File: config.mk
export PLATFORM = sky130hd
export DESIGN_NAME = visaccum_ctrl_flat
export DESIGN_NICKNAME = d
export VERILOG_FILES = /design/src/rtl/visaccum_ctrl_if.sv /design/src/rtl/visaccum_ctrl.sv /design/src/flat_wrapper.sv
export SDC_FILE = /design/constraint.sdc
export NUM_CORES = 1
export LEC_CHECK = 0
export ABC_AREA = 1
export CORE_MARGIN = 4
export CORE_UTILIZATION = 50
export CTS_CLUSTER_SIZE = 28
export DETAILED_ROUTE_END_ITERATION = 8
export PLACE_DENSITY_LB_ADDON = 0.25
export REMOVE_ABC_BUFFERS = 1
export SYNTH_ARGS = -nofsm -noshare
export SYNTH_HDL_FRONTEND = slang
export SYNTH_SLANG_ARGS = --single-unit
File: constraint.sdc
create_clock -name clock -period 2 [get_ports clock]
set_input_delay 0.2 -clock clock [delete_from_list [all_inputs] [get_ports clock]]
set_output_delay 0.2 -clock clock [all_outputs]
set_load 0.005 [all_outputs]
File: src/rtl/visaccum_ctrl_if.sv
// Stream bundle between the correlator array, the capture sequencer and visaccum.
// The master side is the sequencer; the slave side is the correlator/visaccum environment.
interface visaccum_ctrl_if #(
    parameter int IBITS = 4
);
    // correlator partial-sum stream into the sequencer
    logic             src_valid_i;
    logic             src_first_i;
    logic [IBITS-1:0] src_rdata_i;
    logic [IBITS-1:0] src_idata_i;
    // gated stream out to visaccum
    logic             acc_frame_o;
    logic             acc_valid_o;
    logic [IBITS-1:0] acc_rdata_o;
    logic [IBITS-1:0] acc_idata_o;
    // block-complete status back from visaccum
    logic             acc_valid_i;
    logic             acc_last_i;

    modport master (
        input  src_valid_i, src_first_i, src_rdata_i, src_idata_i,
        input  acc_valid_i, acc_last_i,
        output acc_frame_o, acc_valid_o, acc_rdata_o, acc_idata_o
    );

    modport slave (
        output src_valid_i, src_first_i, src_rdata_i, src_idata_i,
        output acc_valid_i, acc_last_i,
        input  acc_frame_o, acc_valid_o, acc_rdata_o, acc_idata_o
    );
endinterface

File: src/rtl/visaccum_ctrl.sv
// Capture sequencer: gates correlator partial sums into visaccum in whole rounds/blocks.
// Define VISACCUM_CTRL_TIMEOUT_EN to add a watchdog on the DRAIN state.
module visaccum_ctrl #(
    parameter int IBITS   = 4,
    parameter int PSUMS   = 3,
    parameter int COUNT   = 5,
    parameter int NBITS   = 16,
    parameter int TIMEOUT = 64
) (
    input  logic             clock,
    input  logic             reset,
    input  logic             start_i,
    input  logic             abort_i,
    input  logic [NBITS-1:0] nblocks_i,
    visaccum_ctrl_if.master  bus,
    output logic             busy_o,
    output logic             done_o,
    output logic             err_o,
    output logic [NBITS-1:0] blocks_o
);
    localparam int PW        = (PSUMS > 1) ? $clog2(PSUMS) : 1;
    localparam int RW        = (COUNT > 1) ? $clog2(COUNT) : 1;
    localparam int FLUSH_LEN = PSUMS + 4;
    localparam int TMR_MAX   = (FLUSH_LEN > TIMEOUT) ? FLUSH_LEN : TIMEOUT;
    localparam int TW        = $clog2(TMR_MAX + 1);

    typedef enum logic [2:0] {
        IDLE  = 3'd0,
        ARM   = 3'd1,
        RUN   = 3'd2,
        DRAIN = 3'd3,
        FLUSH = 3'd4
    } state_t;

    state_t           state_reg, state_next;
    logic [PW-1:0]    pidx_reg, pidx_next;
    logic [RW-1:0]    rnd_reg, rnd_next;
    logic [NBITS-1:0] blk_reg, blk_next;
    logic [NBITS-1:0] nblocks_reg, nblocks_next;
    logic [NBITS-1:0] blocks_reg, blocks_next;
    logic             err_reg, err_next;
    logic             done_reg, done_next;
    logic             frame_reg, frame_next;
    logic             valid_reg, valid_next;
    // one timer serves both the FLUSH countdown and the drain watchdog
    logic [TW-1:0]    tmr_reg, tmr_next;

    logic             blk_event;
    logic             final_part;
    logic             mid_round_gap;
    logic             stray_first;

    assign blk_event     = bus.acc_valid_i && bus.acc_last_i;
    assign final_part    = (nblocks_reg != '0) &&
                           (pidx_reg == PW'(PSUMS - 1)) &&
                           (rnd_reg == RW'(COUNT - 1)) &&
                           (blk_reg == nblocks_reg - 1'b1);
    assign mid_round_gap = !bus.src_valid_i && (pidx_reg != '0);
    assign stray_first   = bus.src_valid_i && bus.src_first_i && (pidx_reg != '0);

    always_comb begin
        state_next   = state_reg;
        pidx_next    = pidx_reg;
        rnd_next     = rnd_reg;
        blk_next     = blk_reg;
        nblocks_next = nblocks_reg;
        blocks_next  = blocks_reg;
        err_next     = err_reg;
        done_next    = 1'b0;
        frame_next   = 1'b0;
        valid_next   = 1'b0;
        tmr_next     = tmr_reg;

        if ((state_reg != IDLE) && blk_event && (blocks_reg != '1)) begin
            blocks_next = blocks_reg + 1'b1;
        end

        case (state_reg)
            IDLE: begin
                if (start_i && !abort_i) begin
                    state_next   = ARM;
                    nblocks_next = nblocks_i;
                    err_next     = 1'b0;
                    blocks_next  = '0;
                    pidx_next    = '0;
                    rnd_next     = '0;
                    blk_next     = '0;
                end
            end
            ARM: begin
                if (abort_i) begin
                    state_next = FLUSH;
                    tmr_next   = '0;
                end else if (bus.src_valid_i && bus.src_first_i) begin
                    valid_next = 1'b1;
                    frame_next = 1'b1;
                    state_next = RUN;
                end
            end
            RUN: begin
                frame_next = 1'b1;
                if (abort_i) begin
                    state_next = FLUSH;
                    tmr_next   = '0;
                    frame_next = 1'b0;
                end else if (mid_round_gap || stray_first) begin
                    err_next   = 1'b1;
                    state_next = FLUSH;
                    tmr_next   = '0;
                    frame_next = 1'b0;
                end else if (bus.src_valid_i) begin
                    valid_next = 1'b1;
                    if (final_part) begin
                        state_next = DRAIN;
                        tmr_next   = '0;
                    end
                end
            end
            DRAIN: begin
                if (abort_i) begin
                    state_next = FLUSH;
                    tmr_next   = '0;
                end else if (blocks_reg == nblocks_reg) begin
                    done_next  = 1'b1;
                    state_next = IDLE;
`ifdef VISACCUM_CTRL_TIMEOUT_EN
                end else if (bus.acc_last_i) begin
                    tmr_next = '0;
                end else if (tmr_reg == TW'(TIMEOUT - 1)) begin
                    err_next   = 1'b1;
                    state_next = IDLE;
                end else begin
                    tmr_next = tmr_reg + 1'b1;
                end
`else
                end
                // no watchdog: only the final block, abort or reset leave DRAIN
`endif
            end
            FLUSH: begin
                if (tmr_reg == TW'(FLUSH_LEN - 1)) begin
                    state_next = IDLE;
                end else begin
                    tmr_next = tmr_reg + 1'b1;
                end
            end
            default: begin
                state_next = IDLE;
            end
        endcase

        // position of the partial being forwarded; nblocks=0 lets blk wrap freely
        if (valid_next) begin
            if (pidx_reg == PW'(PSUMS - 1)) begin
                pidx_next = '0;
                if (rnd_reg == RW'(COUNT - 1)) begin
                    rnd_next = '0;
                    blk_next = blk_reg + 1'b1;
                end else begin
                    rnd_next = rnd_reg + 1'b1;
                end
            end else begin
                pidx_next = pidx_reg + 1'b1;
            end
        end
    end

    always_ff @(posedge clock) begin
        if (reset) begin
            state_reg   <= IDLE;
            pidx_reg    <= '0;
            rnd_reg     <= '0;
            blk_reg     <= '0;
            nblocks_reg <= '0;
            blocks_reg  <= '0;
            err_reg     <= 1'b0;
            done_reg    <= 1'b0;
            frame_reg   <= 1'b0;
            valid_reg   <= 1'b0;
            tmr_reg     <= '0;
        end else begin
            state_reg   <= state_next;
            pidx_reg    <= pidx_next;
            rnd_reg     <= rnd_next;
            blk_reg     <= blk_next;
            nblocks_reg <= nblocks_next;
            blocks_reg  <= blocks_next;
            err_reg     <= err_next;
            done_reg    <= done_next;
            frame_reg   <= frame_next;
            valid_reg   <= valid_next;
            tmr_reg     <= tmr_next;
        end
    end

    // real and imaginary lanes; data is zeroed whenever nothing is forwarded
    logic [1:0][IBITS-1:0] lane_in;
    assign lane_in = {bus.src_idata_i, bus.src_rdata_i};

    genvar gi;
    generate
        for (gi = 0; gi < 2; gi++) begin : g_lane
            logic [IBITS-1:0] lane_reg;
            always_ff @(posedge clock) begin
                if (reset) begin
                    lane_reg <= '0;
                end else begin
                    lane_reg <= valid_next ? lane_in[gi] : '0;
                end
            end
        end
    endgenerate

    assign bus.acc_rdata_o = g_lane[0].lane_reg;
    assign bus.acc_idata_o = g_lane[1].lane_reg;
    assign bus.acc_frame_o = frame_reg;
    assign bus.acc_valid_o = valid_reg;

    assign busy_o   = (state_reg != IDLE);
    assign done_o   = done_reg;
    assign err_o    = err_reg;
    assign blocks_o = blocks_reg;
endmodule

File: src/flat_wrapper.sv
// flat-port wrapper written by rule: the top's interface ports become plain ports
module visaccum_ctrl_flat 
#(
    parameter int IBITS   = 4,
    parameter int PSUMS   = 3,
    parameter int COUNT   = 5,
    parameter int NBITS   = 16,
    parameter int TIMEOUT = 64
)
  (clock, reset, start_i, abort_i, nblocks_i, busy_o, done_o, err_o, blocks_o, bus_src_valid_i, bus_src_first_i, bus_src_rdata_i, bus_src_idata_i, bus_acc_valid_i, bus_acc_last_i, bus_acc_frame_o, bus_acc_valid_o, bus_acc_rdata_o, bus_acc_idata_o);
  visaccum_ctrl_if #(.IBITS(IBITS)) bus_i ();
  input  logic clock;
  input  logic reset;
  input  logic start_i;
  input  logic abort_i;
  input  logic [NBITS-1:0] nblocks_i;
  output logic busy_o;
  output logic done_o;
  output logic err_o;
  output logic [NBITS-1:0] blocks_o;
  input wire logic [$bits(bus_i.src_valid_i)-1:0] bus_src_valid_i;
  input wire logic [$bits(bus_i.src_first_i)-1:0] bus_src_first_i;
  input wire logic [$bits(bus_i.src_rdata_i)-1:0] bus_src_rdata_i;
  input wire logic [$bits(bus_i.src_idata_i)-1:0] bus_src_idata_i;
  input wire logic [$bits(bus_i.acc_valid_i)-1:0] bus_acc_valid_i;
  input wire logic [$bits(bus_i.acc_last_i)-1:0] bus_acc_last_i;
  output wire logic [$bits(bus_i.acc_frame_o)-1:0] bus_acc_frame_o;
  output wire logic [$bits(bus_i.acc_valid_o)-1:0] bus_acc_valid_o;
  output wire logic [$bits(bus_i.acc_rdata_o)-1:0] bus_acc_rdata_o;
  output wire logic [$bits(bus_i.acc_idata_o)-1:0] bus_acc_idata_o;
  assign bus_i.src_valid_i = bus_src_valid_i;
  assign bus_i.src_first_i = bus_src_first_i;
  assign bus_i.src_rdata_i = bus_src_rdata_i;
  assign bus_i.src_idata_i = bus_src_idata_i;
  assign bus_i.acc_valid_i = bus_acc_valid_i;
  assign bus_i.acc_last_i = bus_acc_last_i;
  assign bus_acc_frame_o = bus_i.acc_frame_o;
  assign bus_acc_valid_o = bus_i.acc_valid_o;
  assign bus_acc_rdata_o = bus_i.acc_rdata_o;
  assign bus_acc_idata_o = bus_i.acc_idata_o;
  visaccum_ctrl #(.IBITS(IBITS), .PSUMS(PSUMS), .COUNT(COUNT), .NBITS(NBITS), .TIMEOUT(TIMEOUT)) u_core (.clock(clock), .reset(reset), .start_i(start_i), .abort_i(abort_i), .nblocks_i(nblocks_i), .bus(bus_i), .busy_o(busy_o), .done_o(done_o), .err_o(err_o), .blocks_o(blocks_o));
endmodule
==> results of run 1 <==
-- worst reg2reg max path, stage by stage, from the launching register on --
cell	delay [ps]
dfxtp_2	330
buf_4	150
nor2_4	120
nand2_4	100
nor2_4	160
nand2_1	70
nand2_1	80
nand2_1	50
nor2_1	160
nand3_2	120
o21ai_4	260
nand2_4	120
nand2_2	90
nand2_2	50
nor2_2	60
-- metrics by stage --
stage	TNS, ps	cells
6_report	0	833
5_1_grt	-578	833
4_1_cts	0	833
3_5_place_dp	-165	818
3_3_place_gp	0	818
2_1_floorplan	-13.5	617
-- how the worst max path moves through the flow --
stage | slack (ps) | end | startpoint
after floorplan | -10 | u_core.rnd_reg[0] | u_core.state_reg[0]
after global placement | 40 | u_core.blk_reg[15] | bus_src_valid_i
after detailed placement | -70 | u_core.blk_reg[15] | bus_src_valid_i
after CTS | 7 | u_core.state_reg[1] | u_core.nblocks_reg[1]
after global routing | -100 | u_core.tmr_reg[1] | u_core.nblocks_reg[1]
final | 30 | u_core.tmr_reg[1] | u_core.nblocks_reg[1]
-- cell families (layout without fill, tap and decap cells) --
| logic type | count (synthesis) | in the layout |
|---|---|---|
| DFF | 75 | 75 |
| and+or+nand+nor | 336 | 336 |
| xor gates and xnor gates | 40 | 40 |
| AOI/OAI and AO/OA | 83 | 83 |
| buffers and inverters | 89 | 187 |
| adders and majority gates | 7 | 7 |
-- metal layers --
metal / up-vias / track usage / routed length [um]
li1: 2200 / - / -
met1: 1999 / 0.284 / 5010
met2: 110 / 0.388 / 5610
met3: 8 / 0.0498 / 561
met4: 0 / 0.0715 / 124
met5: - / 0 / 0
-- power by group through the flow --
stage                     combinational, mW  sequential, mW  clock (mW)
final                                  2.09            1.79        1.26
after global routing                   2.32            1.80        1.34
after CTS                              1.99            1.77        1.28
after detailed placement               1.98            1.81           0
after global placement                 1.92            1.80           0
after floorplan                        1.32            1.78           0
-- cell usage in the layout, fill, tap and decap left out, types with 2 or more instances in the layout --
master | synthesis | final
o211ai_1 | 3 | 3
buf_12 | 0 | 2
ha_1 | 7 | 4
ha_2 | 0 | 2
nand2_4 | 1 | 2
inv_1 | 70 | 68
inv_2 | 5 | 7
nor3_1 | 7 | 6
nand2_2 | 8 | 13
buf_4 | 0 | 33
xor2_1 | 17 | 17
xnor2_1 | 23 | 23
clkdlybuf4s50_1 | 0 | 60
or2_2 | 6 | 6
bufinv_16 | 0 | 2
o21ai_0 | 28 | 28
nand3_1 | 38 | 37
nor2_1 | 96 | 90
nor2_2 | 15 | 18
clkinv_2 | 0 | 2
a211oi_1 | 6 | 6
nand3b_1 | 8 | 8
a21oi_1 | 36 | 36
nand4_1 | 15 | 15
nor2_4 | 4 | 7
nor3_2 | 2 | 2
dfxtp_2 | 0 | 8
nand2_1 | 132 | 126
o21ai_1 | 5 | 5
dfxtp_1 | 75 | 67
nand3_2 | 2 | 3
clkbuf_8 | 0 | 9
-- final cells by class --
class / instances / area [um^2] / share of cell area
multi-input cells: 466 / 2520 / 0.454
flip-flops and latches: 75 / 1510 / 0.272
repair buffers: 96 / 900 / 0.162
inverters: 76 / 285 / 0.0513
well taps: 105 / 131 / 0.0236
clock buffers: 10 / 128 / 0.0230
clock inverters: 5 / 78.8 / 0.0142
==> metrics.txt, run 1 <==
R2R Setup Slk=30 ps; Tot Pwr=5.14 mW; mux cell area share after synthesis=0; Clk network pwr share=0.245; hold-fix buffers at CTS=0; Layout Nets=763; Final WS setup=30.9 ps; first-pass GRT wire length=18,600 um; largest net degree at the start of global routing=31; period utilisation layout=0.985; combinational share of power=0.407; FF-to-FF path depth=14; outcome=finished clean; hold_ws=355 ps; Worst Hold End=u_core.bus.acc_rdata_o[2]; n_diodes=0; pre-CTS setup slack=-70.4 ps; Root Buffer=clkbuf_8; H-tree levels=3; Clock Latency Late Sink=350 ps; Max transition margin=0.778; largest family of logic cells by synthesized area=simple AND/OR/NAND/NOR gates; drt total wl=11,300 um; final hold vios=0; Die Y=100 um; largest area contributor in the netlist=dfxtp_1; Top FF cell, synth=dfxtp_1; Worst VDD drop=479 uV; synthesized-area fraction occupied by adder cells=0.0205; clock tree buffer depth=2; Synth Area in Compound Gates=0.108; register bit count reported by yosys=75; Buffers & Inverters on Critical Path=1; Sink Count=75; reg-to-reg critical path startpoint=u_core.nblocks_reg[1]; Sw Pwr=1.98 mW; post-DR vias/cell=5.18; chip width=100 um; First-pass DRT Iterations=4; Final Wtd Congestion=0.876; cells along the critical path=buf_4, nor2_4, nand2_4, nor2_4, nand2_1, nand2_1, nand2_1, nor2_1, nand3_2, o21ai_4, nand2_4, nand2_2, nand2_2, nor2_2; Slew @ Worst Pin=329 ps; post-synth top area share=0.351; Num CTS Buffers=9; Worst Path Arrival=2270 ps; Synth Area in Simple Gates=0.358; Worst path most repeated cell=nand2_1; Pwr Density=925 nW/um^2; WS Path Type=reg -> reg; hpwl dp=8520 um; cell internal pwr=3.16 mW; Antenna Nets Post-Route=0; share of flip-flops with an asynchronous set or reset=0; slowest stage delay, CP=330 ps; Synth area leaders=dfxtp_1 (35%), nand2_1 (12%), nor2_1 (8.4%); crit path capture type=flip-flop; Area Growth Syn to Fin=29.9%; Via Count=4,317; Post-Synth XOR/XNOR Area=0.0819; routed length per instance=13.6 um; Final min period=1970 ps; worst endpoint required time=2300 ps; unique cell type count in the Yosys netlist=35; most common cell in the netlist=nand2_1; CTS tree=built; Max Cap Viol=0; cell leakage power=2.35 nW; unrepaired setup endpoints after global routing=true; core area=8260 um^2; initial antenna violation count=0; Avg Cell Area, Syn=6.79 um^2; CP max-delay cell=dfxtp_2; clk_skew=9.88 ps; Reg power frac=0.348; 1st-iter DRT viols=260; Initial Utilization=0.518; GRT overflow=0; layout cells sized above 1=0.169; cell area after layout=5560 um^2; critical path startpoint category=flip-flop; GR Util All Layers=0.227; Min-Delay Path Class=in -> reg; Final Core Density=0.673; fmax=0.508 GHz; dpl cell area=5250 um^2; CP delay by family, top=simple AND/OR/NAND/NOR gates; total I/O pin count=61; synthesized area=4280 um^2; switching portion of total power=0.385; port bufs=60; RR Endpoint=u_core.tmr_reg[1]; Crit Path Max Fanout=7; Setup Viol. Count Final=0; PostCTS Resize Cnt=0; Post-route DRC=0; Crit path depth=14; top cells by count, synth=nand2_1 (132), nor2_1 (96), dfxtp_1 (75); yosys warns=0; Site Rows=33; register area share after synthesis=0.351; Post-synth EDFFs=0; Final Max Tran Viols=0; vias in the first global route=4,096; Setup Buffers After CTS=0; Clk pin slew, worst setup/hold paths=80 ps; number of fill cells=723; die area=10,100 um^2; Synth Instances=630; WHS Path Cells=3; hold wc startpoint=bus_src_rdata_i[2]
Power figures use the tool's default switching activity.
==> inputs of run 2 (changes only) <==
--- a/config.mk
+++ b/config.mk
@@ -12,6 +12,7 @@
 export DETAILED_ROUTE_END_ITERATION = 8
 export PLACE_DENSITY_LB_ADDON = 0.25
 export REMOVE_ABC_BUFFERS = 1
+export SETUP_SLACK_MARGIN = 0.3
 export SYNTH_ARGS = -nofsm -noshare
 export SYNTH_HDL_FRONTEND = slang
 export SYNTH_SLANG_ARGS = --single-unit
==> metrics.txt, run 2 (same netlist as run 1, synthesis figures left out) <==
initial antenna violation count=0; CTS tree=built; clk_skew=11.3 ps; number of fill cells=601; critical path startpoint category=flip-flop; CP delay by family, top=simple AND/OR/NAND/NOR gates; hpwl dp=8520 um; Setup Viol. Count Final=0; Min-Delay Path Class=in -> reg; Final Max Tran Viols=0; Max Cap Viol=0; core area=8260 um^2; Num CTS Buffers=9; hold_ws=362 ps; Clock Latency Late Sink=350 ps; chip width=100 um; worst endpoint required time=2300 ps; Area Growth Syn to Fin=43.0%; cells along the critical path=inv_2, ha_4, nand2_4, nor2_4, nand2_1, nand2_1, nand3_1, nor2_2, nand2_2, o21ai_4, nand2_4, nand2_2, nand2_2, nor2_2; die area=10,100 um^2; Root Buffer=clkbuf_8; port bufs=60; Worst path most repeated cell=nand2_2; Final Core Density=0.741; cell leakage power=2.56 nW; period utilisation layout=0.979; Max transition margin=0.774; Initial Utilization=0.518; WS Path Type=reg -> reg; drt total wl=13,200 um; total I/O pin count=61; 1st-iter DRT viols=304; Final Wtd Congestion=0.876; Buffers & Inverters on Critical Path=1; routed length per instance=15.4 um; final hold vios=0; layout cells sized above 1=0.286; Via Count=4,614; most frequent cells in the layout=nand2_1 (112), nor2_1 (79), inv_1 (60), clkdlybuf4s50_1 (58), dfxtp_1 (53); clock tree buffer depth=2; hold-fix buffers at CTS=0; Slew @ Worst Pin=334 ps; vias in the first global route=4,284; Clk pin slew, worst setup/hold paths=80 ps; outcome=finished clean; Worst VDD drop=512 uV; largest net degree at the start of global routing=31; Site Rows=33; placed cell count=818; Final min period=1960 ps; First-pass DRT Iterations=5; H-tree levels=3; Tot Pwr=5.51 mW; CP max-delay cell=dfxtp_2; Antenna Nets Post-Route=0; post-DR vias/cell=5.41; Crit Path Max Fanout=7; Finished Layout Cells=853; Die Y=100 um; GRT overflow=0; commonest non-fill, non-tap cell in the layout=nand2_1; Post-route DRC=0; fmax=0.511 GHz; slowest stage delay, CP=330 ps; cell area after layout=6120 um^2; first-pass GRT wire length=19,400 um; Worst Path Arrival=2260 ps; Pwr Density=900 nW/um^2; Layout Nets=783; crit path capture type=flip-flop; n_diodes=0; dpl cell area=5250 um^2; GR Util All Layers=0.237; Sink Count=75; unrepaired setup endpoints after global routing=true
run 2: cell types whose count changed in the layout (fill, tap and decap cells not counted), moves of 10 or more:
cell | before | now
nand2_1 | 126 | 112
o21ai_0 | 28 | 18
dfxtp_2 | 8 | 18
nor2_1 | 90 | 79
dfxtp_1 | 67 | 53
buf_4 | 33 | 44
nor2_4 | 7 | 23
run 2: path summary, 6_finish.rpt:
check	from	end	depth (start not counted)	slack, ps
min	bus_src_rdata_i[2]	u_core.bus.acc_rdata_o[2]	3	360
min reg2reg	u_core.pidx_reg[1]	u_core.pidx_reg[1]	1	490
max	u_core.nblocks_reg[0]	u_core.tmr_reg[1]	14	40
max reg2reg	u_core.nblocks_reg[0]	u_core.tmr_reg[1]	14	40
run 2: per-stage QoR:
step	worst slack (ps)	TNS, ps
after global placement	43.6	0
after detailed placement	-70.4	-165
final	41.9	0
after global routing	-116	-647
after CTS	154	0
after floorplan	-13.5	-13.5
run 2: cell type report:
type,instances,area [um^2],share of cell area
Clock buffer,10,128,0.0209
Clock inverter,5,78.8,0.0129
Inverter,76,293,0.0479
Multi-Input combinational cell,467,2870,0.469
Sequential cell,75,1540,0.252
Tap cell,105,131,0.0215
Timing Repair Buffer,115,1080,0.176
run 2: power breakdown:
| part | switching (mW) | internal [mW] | total, mW |
|---|---|---|---|
| Sequential | 0.193 | 1.63 | 1.83 |
| Combinational | 1.42 | 0.999 | 2.42 |
| Clock | 0.569 | 0.694 | 1.26 |
run 2: per-layer routing:
metal | up-vias | wire length, um | share of wire | global-route usage
met1 | 2177 | 5420 | 0.41 | 0.289
met2 | 157 | 6650 | 0.51 | 0.409
met5 | - | 0 | 0 | 0
li1 | 2245 | - | - | -
met4 | 0 | 397 | 0.030 | 0.0881
met3 | 35 | 696 | 0.053 | 0.0519
run 2: worst register-to-register path, delay by kind of cell (launching register included):
family                     cells  cell delay, ps
adders and majority gates      1             190
and+or+nand+nor               11            1050
DFF                            1             330
buffers and inverters          1              80
AOI/OAI and AO/OA              1             260
run 2: timing repair:
item,4_1_cts,5_1_grt
pin swaps,22,42
setup buffers,8,11
gates cloned,0,1
resized for setup,73,93
setup endpoints to repair,46,54
hold endpoints to repair,0,0
==> inputs of run 3 (changes only) <==
--- a/config.mk
+++ b/config.mk
@@ -6,8 +6,10 @@
 export NUM_CORES = 1
 export LEC_CHECK = 0
 export ABC_AREA = 1
+export CELL_PAD_IN_SITES_DETAIL_PLACEMENT = 0
+export CELL_PAD_IN_SITES_GLOBAL_PLACEMENT = 1
 export CORE_MARGIN = 4
-export CORE_UTILIZATION = 50
+export CORE_UTILIZATION = 35
 export CTS_CLUSTER_SIZE = 28
 export DETAILED_ROUTE_END_ITERATION = 8
 export PLACE_DENSITY_LB_ADDON = 0.25
==> metrics.txt, run 3 (same netlist as run 1, synthesis figures left out) <==
GRT overflow=0; Site Rows=40; H-tree levels=3; period utilisation layout=0.970; chip width=119 um; R2R Setup Slk=60 ps; clk_skew=7.12 ps; Pwr Density=900 nW/um^2; Die Y=119 um; Min-Delay Path Class=in -> reg; setup TNS=0 ps; Clock Latency Late Sink=340 ps; CTS tree=built; first-pass GRT wire length=20,900 um; total I/O pin count=61; fmax=0.515 GHz; Clk pin slew, worst setup/hold paths=60 ps; layout cells sized above 1=0.314; commonest non-fill, non-tap cell in the layout=nand2_1; reg-to-reg critical path startpoint=u_core.nblocks_reg[1]; Worst Hold End=u_core.bus.acc_idata_o[3]; Worst VDD drop=399 uV; Area Growth Syn to Fin=50.2%; clock tree buffer depth=2; WHS Path Cells=3; Tot Pwr=5.78 mW; Max Cap Viol=0; most frequent cells in the layout=nand2_1 (114), nor2_1 (81), clkdlybuf4s50_1 (58), inv_1 (56), dfxtp_1 (55); critical path startpoint category=flip-flop; largest net degree at the start of global routing=19; post-DR vias/cell=4.90; Antenna Nets Post-Route=0; unrepaired setup endpoints after global routing=true; initial antenna violation count=0; vias in the first global route=4,339; Sink Count=75; hpwl dp=9330 um; final hold vios=0; port bufs=60; cell area after layout=6420 um^2; drt total wl=12,800 um; WS Path Type=reg -> reg; Root Buffer=clkbuf_16; Num CTS Buffers=9; outcome=finished clean; RR Endpoint=u_core.tmr_reg[4]; core area=12,000 um^2; hold-fix buffers at CTS=0; routed length per instance=14.2 um; Final min period=1940 ps; Max transition margin=0.742; hold_ws=384 ps; pre-CTS setup slack=-106 ps; Final Wtd Congestion=0.853; Layout Nets=796; Setup Viol. Count Final=0; Via Count=4,440; die area=14,100 um^2; Post-route DRC=0; crit path capture type=flip-flop; Crit Path Max Fanout=7; FF-to-FF path depth=14; cell leakage power=2.68 nW; n_diodes=0; number of fill cells=1,173; Initial Utilization=0.356; Worst Path Arrival=2170 ps; GR Util All Layers=0.183; hold wc startpoint=bus_src_idata_i[3]; Final Max Tran Viols=0; First-pass DRT Iterations=4; worst endpoint required time=2230 ps; dpl cell area=5360 um^2; Final WS setup=59.9 ps; 1st-iter DRT viols=251; Slew @ Worst Pin=382 ps
-- run 3: changes by cell type in the layout (fill, tap and decap cells not counted), moves of 4 or more --
| cell | change |
|---|---|
| nand3_2 | +5 |
| nand3_1 | -5 |
| inv_1 | -4 |
| clkbuf_16 | +9 |
| clkbuf_8 | -7 |
| o21ai_1 | -5 |
| buf_6 | +10 |
| o21ai_2 | +4 |
-- run 3: layout make-up --
type | count | area, um^2 | area share
repair buffers | 129 | 1240 | 0.192
flip-flops and latches | 75 | 1530 | 0.239
clock buffers | 11 | 253 | 0.0393
inverters | 76 | 307 | 0.0477
clock inverters | 3 | 15.0 | 0.00234
multi-input cells | 466 | 2900 | 0.451
well taps | 147 | 184 | 0.0286
-- run 3: through the flow --
step,cells,utilization
after CTS,890,0.490
after detailed placement,868,0.446
final,907,0.535
after floorplan,617,-
after global routing,907,0.535
after global placement,868,0.446
-- run 3: worst max-delay path, cell delays in order, from the launching register on --
cell and delay [ps]:
dfxtp_2 340, inv_2 50, ha_4 170, buf_12 120, buf_4 120, nand4_1 100
nand2_1 70, nand2_2 80, nand2_1 60, nor2_2 90, nand2_2 80, o21ai_4 260
nand2_4 130, nand2_1 80, a21oi_1 60
-- run 3: timing repair --
| action | 4_1_cts | 5_1_grt |
|---|---|---|
| endpoints found under the setup margin | 71 | 59 |
| gates resized for setup | 58 | 130 |
| setup buffers | 8 | 17 |
| pin swaps | 16 | 42 |
-- run 3: worst max path at each step --
stage,startpoint,to,cells past startpoint
global route,u_core.rnd_reg[0],u_core.tmr_reg[4],13
detailed placement,bus_src_valid_i,u_core.rnd_reg[2],12
CTS,u_core.nblocks_reg[1],u_core.state_reg[1],13
finish,u_core.nblocks_reg[1],u_core.tmr_reg[4],14
global placement,bus_src_valid_i,u_core.state_reg[1],12
floorplan,u_core.state_reg[0],u_core.rnd_reg[0],9
-- run 3: routing by layer --
layer / up-vias / global-route usage / wire length [um]
li1: 2279 / - / -
met1: 2061 / 0.239 / 5960
met2: 79 / 0.291 / 6140
met3: 21 / 0.0364 / 448
met4: 0 / 0.0854 / 291
met5: - / 0 / 0
-- run 3: power breakdown --
part	leakage (nW)	total [mW]	switching [mW]	internal, mW
sequential	0.618	1.82	0.191	1.63
combinational	1.92	2.45	1.35	1.10
clock	0.137	1.51	0.621	0.886
total	2.68	5.78	2.16	3.62
